==> src/rtl/muldiv_if.sv <==
// rtl/muldiv_if.sv - request/result bundle between EX decode and the HI/LO mul/div sequencer
interface muldiv_if #(
    parameter int WIDTH = 32
);
    logic             start;
    logic [1:0]       op;
    logic [WIDTH-1:0] src_a;
    logic [WIDTH-1:0] src_b;
    logic             flush;
    logic             stall;
    logic             done;
    logic [WIDTH-1:0] hi;
    logic [WIDTH-1:0] lo;

    modport master (
        output start, op, src_a, src_b, flush,
        input  stall, done, hi, lo
    );

    modport slave (
        input  start, op, src_a, src_b, flush,
        output stall, done, hi, lo
    );
endinterface

==> src/rtl/muldiv_ctrl.sv <==
// rtl/muldiv_ctrl.sv - iterative MULT/MULTU/DIV/DIVU sequencer for HI/LO (MULDIV_FAST_MUL_EN: single-cycle multiply)
module muldiv_ctrl #(
    parameter int WIDTH = 32
) (
    input  logic     i_clk,
    input  logic     i_rst,
    muldiv_if.slave  bus
);
    localparam int CW = $clog2(WIDTH) + 1;

`ifdef MULDIV_FAST_MUL_EN
    typedef enum logic [2:0] {S_IDLE, S_CALC, S_SIGN, S_DONE, S_MULF} state_t;
`else
    typedef enum logic [2:0] {S_IDLE, S_CALC, S_SIGN, S_DONE} state_t;
`endif

    state_t             r_state;
    state_t             w_next;
    state_t             w_accept_state;
    logic [CW-1:0]      r_cnt;
    logic [WIDTH-1:0]   r_a;
    logic [WIDTH-1:0]   r_b;
    logic               r_neg_a;
    logic               r_neg_b;
    logic               r_div;
    logic [2*WIDTH-1:0] r_acc;
    logic [WIDTH-1:0]   r_hi;
    logic [WIDTH-1:0]   r_lo;
    logic               r_done;

    logic               w_idle_or_done;
    logic               w_accept;
    logic               w_signed_op;
    logic [WIDTH-1:0]   w_abs_a;
    logic [WIDTH-1:0]   w_abs_b;
    logic [WIDTH:0]     w_add;
    logic [2*WIDTH-1:0] w_mul_step;
    logic [WIDTH:0]     w_shl;
    logic               w_ge;
    logic [WIDTH-1:0]   w_sub;
    logic [2*WIDTH-1:0] w_div_step;
    logic [2*WIDTH-1:0] w_res;
    logic               w_busy;

    assign w_idle_or_done = (r_state == S_IDLE) || (r_state == S_DONE);
    assign w_accept       = w_idle_or_done && bus.start && !bus.flush;
    assign w_signed_op    = !bus.op[0];

    // Signed ops iterate on magnitudes; 0x80..0 negates to itself and is read as unsigned.
    assign w_abs_a = (w_signed_op && bus.src_a[WIDTH-1]) ? -bus.src_a : bus.src_a;
    assign w_abs_b = (w_signed_op && bus.src_b[WIDTH-1]) ? -bus.src_b : bus.src_b;

    // Shift-add: multiplier sits in the low half and is consumed LSB first.
    assign w_add      = {1'b0, r_acc[2*WIDTH-1:WIDTH]} + (r_acc[0] ? {1'b0, r_a} : {(WIDTH+1){1'b0}});
    assign w_mul_step = {w_add, r_acc[WIDTH-1:1]};

    // Restoring divide: {remainder, dividend/quotient}; a zero divisor always "fits".
    assign w_shl      = {r_acc[2*WIDTH-1:WIDTH], r_acc[WIDTH-1]};
    assign w_ge       = (w_shl >= {1'b0, r_b});
    assign w_sub      = w_shl[WIDTH-1:0] - r_b;
    assign w_div_step = w_ge ? {w_sub, r_acc[WIDTH-2:0], 1'b1}
                             : {w_shl[WIDTH-1:0], r_acc[WIDTH-2:0], 1'b0};

    always_comb begin
        w_res = r_acc;
        if (r_div) begin
            w_res[WIDTH-1:0]       = (r_neg_a ^ r_neg_b) ? -r_acc[WIDTH-1:0] : r_acc[WIDTH-1:0];
            w_res[2*WIDTH-1:WIDTH] = r_neg_a ? -r_acc[2*WIDTH-1:WIDTH] : r_acc[2*WIDTH-1:WIDTH];
        end else if (r_neg_a ^ r_neg_b) begin
            w_res = -r_acc;
        end
    end

`ifdef MULDIV_FAST_MUL_EN
    logic [2*WIDTH-1:0] w_fast_mag;
    logic [2*WIDTH-1:0] w_fast_res;
    assign w_fast_mag = {{WIDTH{1'b0}}, r_a} * {{WIDTH{1'b0}}, r_b};
    assign w_fast_res = (r_neg_a ^ r_neg_b) ? -w_fast_mag : w_fast_mag;
    assign w_accept_state = bus.op[1] ? S_CALC : S_MULF;
    assign w_busy = (r_state == S_CALC) || (r_state == S_SIGN) || (r_state == S_MULF);
`else
    assign w_accept_state = S_CALC;
    assign w_busy = (r_state == S_CALC) || (r_state == S_SIGN);
`endif

    always_comb begin
        w_next = r_state;
        case (r_state)
            S_IDLE, S_DONE: w_next = w_accept ? w_accept_state : S_IDLE;
            S_CALC:         if (r_cnt == CW'(WIDTH-1)) w_next = S_SIGN;
            S_SIGN:         w_next = S_DONE;
`ifdef MULDIV_FAST_MUL_EN
            S_MULF:         w_next = S_DONE;
`endif
            default:        w_next = S_IDLE;
        endcase
        if (bus.flush) w_next = S_IDLE;
    end

    always_ff @(posedge i_clk) begin
        if (i_rst) begin
            r_state <= S_IDLE;
            r_cnt   <= '0;
            r_a     <= '0;
            r_b     <= '0;
            r_neg_a <= 1'b0;
            r_neg_b <= 1'b0;
            r_div   <= 1'b0;
            r_acc   <= '0;
            r_hi    <= '0;
            r_lo    <= '0;
            r_done  <= 1'b0;
        end else begin
            r_state <= w_next;
            r_done  <= (w_next == S_DONE);
            if (w_accept) begin
                r_cnt   <= '0;
                r_a     <= w_abs_a;
                r_b     <= w_abs_b;
                r_neg_a <= w_signed_op && bus.src_a[WIDTH-1];
                r_neg_b <= w_signed_op && bus.src_b[WIDTH-1];
                r_div   <= bus.op[1];
                r_acc   <= bus.op[1] ? {{WIDTH{1'b0}}, w_abs_a} : {{WIDTH{1'b0}}, w_abs_b};
            end else if (r_state == S_CALC) begin
                r_cnt <= r_cnt + CW'(1);
                r_acc <= r_div ? w_div_step : w_mul_step;
            end
            if (r_state == S_SIGN && !bus.flush) begin
                {r_hi, r_lo} <= w_res;
            end
`ifdef MULDIV_FAST_MUL_EN
            if (r_state == S_MULF && !bus.flush) begin
                {r_hi, r_lo} <= w_fast_res;
            end
`endif
        end
    end

    assign bus.stall = !i_rst && ((w_idle_or_done && bus.start) || w_busy);
    assign bus.done  = r_done;
    assign bus.hi    = r_hi;
    assign bus.lo    = r_lo;
endmodule

==> src/flat_wrapper.sv <==
// flat-port wrapper written by rule: the top's interface ports become plain ports
module muldiv_ctrl_flat 
#(
    parameter int WIDTH = 32
)
  (i_clk, i_rst, bus_start, bus_op, bus_src_a, bus_src_b, bus_flush, bus_stall, bus_done, bus_hi, bus_lo);
  muldiv_if #(.WIDTH(WIDTH)) bus_i ();
  input  logic i_clk;
  input  logic i_rst;
  input wire logic [$bits(bus_i.start)-1:0] bus_start;
  input wire logic [$bits(bus_i.op)-1:0] bus_op;
  input wire logic [$bits(bus_i.src_a)-1:0] bus_src_a;
  input wire logic [$bits(bus_i.src_b)-1:0] bus_src_b;
  input wire logic [$bits(bus_i.flush)-1:0] bus_flush;
  output wire logic [$bits(bus_i.stall)-1:0] bus_stall;
  output wire logic [$bits(bus_i.done)-1:0] bus_done;
  output wire logic [$bits(bus_i.hi)-1:0] bus_hi;
  output wire logic [$bits(bus_i.lo)-1:0] bus_lo;
  assign bus_i.start = bus_start;
  assign bus_i.op = bus_op;
  assign bus_i.src_a = bus_src_a;
  assign bus_i.src_b = bus_src_b;
  assign bus_i.flush = bus_flush;
  assign bus_stall = bus_i.stall;
  assign bus_done = bus_i.done;
  assign bus_hi = bus_i.hi;
  assign bus_lo = bus_i.lo;
  muldiv_ctrl #(.WIDTH(WIDTH)) u_core (.i_clk(i_clk), .i_rst(i_rst), .bus(bus_i));
endmodule
==> config.mk <==
export PLATFORM = sky130hd
export DESIGN_NAME = muldiv_ctrl_flat
export DESIGN_NICKNAME = d
export VERILOG_FILES = /design/src/rtl/muldiv_if.sv /design/src/rtl/muldiv_ctrl.sv /design/src/flat_wrapper.sv
export SDC_FILE = /design/constraint.sdc
export NUM_CORES = 1
export LEC_CHECK = 0
export ABC_AREA = 0
export CAP_MARGIN = 10
export CORE_UTILIZATION = 35
export DETAILED_ROUTE_END_ITERATION = 16
export DONT_BUFFER_PORTS = 1
export SYNTH_ARGS = -nofsm -noshare
export SYNTH_HDL_FRONTEND = slang
export SYNTH_SLANG_ARGS = --single-unit
==> constraint.sdc <==
create_clock -name i_clk -period 6.2 [get_ports i_clk]
set_clock_uncertainty 0.2 [all_clocks]
set_input_delay 1.55 -clock i_clk [delete_from_list [all_inputs] [get_ports i_clk]]
set_output_delay 1.55 -clock i_clk [all_outputs]
set_load 0.05 [all_outputs]
==> flow_metrics.env <==
export IMPL_synth_compound_area_share_pct=25.8
export IMPL_netlist_top_cells_area="dfxtp_1 (27%), nor2_1 (6.1%), a211oi_1 (6.0%), ha_1 (5.8%), a21oi_1 (5.2%)"
export IMPL_setup_violations_final=0
export IMPL_cts_hold_buf=0
export IMPL_synth_simple_area_share_pct=22.3
export IMPL_crit_arrival_ps=4520
export IMPL_crit_type="reg -> reg"
export IMPL_place_gp_congestion=0.946
export IMPL_worst_r2r_startpoint="u_core.r_acc[0]"
export IMPL_dieArea_um2=43700
export IMPL_detail_route_first_pass_iterations=5
export IMPL_clk_pin_slew_worst_paths_ps=60
export IMPL_place_detailed_hpwl_um=41600
export IMPL_overflow=0
export IMPL_cp_startpoint="u_core.r_acc[0]"
export IMPL_worstMarginPinSlew_ps=1080
export IMPL_ys_flop_type="dfxtp_1"
export IMPL_clockBufferDepth=3
export IMPL_synth_commonest_cells="nor2_1 (242), dfxtp_1 (205), nand2_1 (177)"
export IMPL_grt_use_total_pct=24.2
export IMPL_die_width_um=209
export IMPL_max_freq_mhz=235
export IMPL_ys_types=94
export IMPL_synthesis_instances=1970
export IMPL_endpoint_kind="flip-flop"
export IMPL_start_kind="flip-flop"
export IMPL_drc=0
export IMPL_grt_pass1_vias=13500
export IMPL_synth_edff_count=0
export IMPL_rsz0062_at_grt="false"
export IMPL_cts_resized=0
export IMPL_synth_area_mux_share_pct=3.16
export IMPL_clkSinkCount=205
export IMPL_min_delay_start="u_core.r_a[0]"
export IMPL_post_cts_buffers=0
export IMPL_clock_root_buffer="clkbuf_16"
export IMPL_synthAdderAreaFrac_pct=6.02
export IMPL_wl_per_cell_um=22.3
export IMPL_relSlewSlack_pct=27.9
export IMPL_layout_min_cycle_time_ps=4250
export IMPL_coreArea_um2=42100
export IMPL_finalCritPeriodShare_pct=68.6
export IMPL_clk_latency_ps=570
export IMPL_finalMaxSlewViolations=0
export IMPL_antenna_cells=0
export IMPL_ys_seq_elements=205
export IMPL_viasPerCell=5.92
export IMPL_io_buffer_count=0
export IMPL_finalHoldViolCount=0
export IMPL_synth_top_cell_by_area="dfxtp_1"
export IMPL_synth_most_common_cell="nor2_1"
export IMPL_async_flop_share_pct=0
export IMPL_vdd_drop_max_v=0.000219
export IMPL_power_mw=3.49
export IMPL_yosysSeqAreaShare_pct=27.3
export IMPL_routed_wl_um=54500
export IMPL_h_tree_depth=1
export IMPL_ioPinCount=136
export IMPL_syn2layout_area_growth_pct=7.93
export IMPL_via_count=14500
export IMPL_synth_nets=2111
export IMPL_synth_top_family_by_area="compound AO/OA/AOI/OAI gates"
export IMPL_drtAntennaViolNets=0
export IMPL_yosys_warnings=0
export IMPL_drt_iter0_markers=1221
export IMPL_reg2reg_slack_ps=1950
export IMPL_setup_tns_ps=0
export IMPL_nets=2031
export IMPL_power_density_nw_per_um2=216
export IMPL_antenna_found_initial=0
export IMPL_holdCritPathClass="reg -> reg"
export IMPL_synth_top_area_share_pct=27.3
export IMPL_numCtsBuffers=26
export IMPL_drive_above_1_share_pct=5.77
export IMPL_cap_violations=0
export IMPL_syn_avg_cell_area_um2=7.62
export IMPL_grt_max_degree=169
export IMPL_die_h_um=209
export IMPL_synth_area_um2=15000
export IMPL_cts_tree="done"
export IMPL_start_util_pct=35.6
export IMPL_leakagePower_nw=5.83
export IMPL_synth_xor_area_share_pct=10.1
export IMPL_required_ps=6470
export IMPL_worstPathMaxFanout=26
export IMPL_row_count=75
export IMPL_status="finished, final reports clean"
export IMPL_grt_pass1_wl_um=82400
## critical path, stage by stage (launching register included)
cell,delay (ps)
dfxtp_1,720
buf_4,390
nand2_1,140
fa_1,450
nand2b_1,180
a21oi_1,240
o21ai_0,240
a21oi_1,370
o41ai_1,100
buf_4,170
o31ai_1,310
xor2_1,180
o221ai_1,200
o21ai_0,240
## per-stage QoR
| step | std cells | instance area [um^2] | worst slack [ps] | utilization [%] | hold WS, ps |
|---|---|---|---|---|---|
| after detailed placement | 2400 | 15300 | 1640 | 36.4 | 249 |
| after floorplan | 1970 | 15000 | 1290 | - | 232 |
| final | 2445 | 16200 | 1950 | 38.5 | 263 |
| after global placement | 2400 | 15300 | 1820 | 36.4 | 240 |
| after global routing | 2445 | 16200 | 1750 | 38.5 | 278 |
| after CTS | 2444 | 16200 | 1980 | 38.4 | 256 |
## worst paths after layout
check,endpoint,cells after the start
setup / recovery,u_core.r_acc[59],13
hold reg to reg,u_core.r_a[0],2
hold / removal,u_core.r_a[0],2
setup reg to reg,u_core.r_acc[59],13
## flip-flops by register name, indices dropped and copies added (netlist names)
register         cells
u_core.r_div         1
u_core.bus.lo       32
u_core.r_state       3
u_core.r_cnt         6
u_core.r_a          32
u_core.r_neg_a       1
u_core.r_neg_b       1
u_core.r_b          32
u_core.bus.hi       32
u_core.bus.done      1
u_core.r_acc        64
## report_power, final
group / switching, mW / internal, mW / leakage [nW] / total, mW
Combinational: 0.369 / 0.219 / 3.75 / 0.588
Sequential: 0.0508 / 1.35 / 1.66 / 1.40
Clock: 0.611 / 0.892 / 0.417 / 1.50
## layer usage
metal  global-route usage, %  up-vias  part of all wire [%]
met2                    38.3      527                    44
met4                    10.2        0                   4.6
met1                    32.2     6867                    44
li1                        -     6965                     -
met3                    4.61      109                   7.3
met5                       0        -                     0
## cells by family after synthesis
| family | Yosys count |
|---|---|
| AND/OR/NAND/NOR | 697 |
| XOR/XNOR | 173 |
| multiplexers | 47 |
| adder cells (fa/ha/maj) | 71 |
| flip-flops | 205 |
| AO/OA/AOI/OAI | 579 |
| buffers and inverters | 197 |
| other | 1 |
## final cells by class
type / count / area, um^2
Clock buffer: 37 / 762
Tap cell: 539 / 674
Timing Repair Buffer: 20 / 163
Inverter: 69 / 259
Fill cell: 4342 / 25900
Clock inverter: 7 / 87.6
Sequential cell: 205 / 4110
Multi-Input combinational cell: 1568 / 10200
## layout by cell type, fill, tap and decap left out, drive strengths merged, types with 12 or more instances in the layout
master | Yosys | final
clkbuf | 105 | 37
nor3 | 45 | 45
o21ai | 101 | 101
a21o | 21 | 21
a311oi | 12 | 12
or3 | 21 | 21
nor4 | 21 | 21
nand3 | 48 | 48
inv | 69 | 69
or4 | 14 | 14
o41ai | 12 | 12
mux2i | 44 | 44
nor2 | 242 | 242
dfxtp | 205 | 205
o31ai | 25 | 25
ha | 69 | 69
nand4 | 15 | 15
a211oi | 120 | 120
and3 | 14 | 14
a31oi | 15 | 15
o211ai | 29 | 29
buf | 23 | 20
xnor2 | 88 | 88
and2 | 41 | 41
a21oi | 155 | 155
nand2b | 23 | 23
xor2 | 85 | 85
nand2 | 177 | 177
No activity file was read; power rests on OpenSTA's default activity.
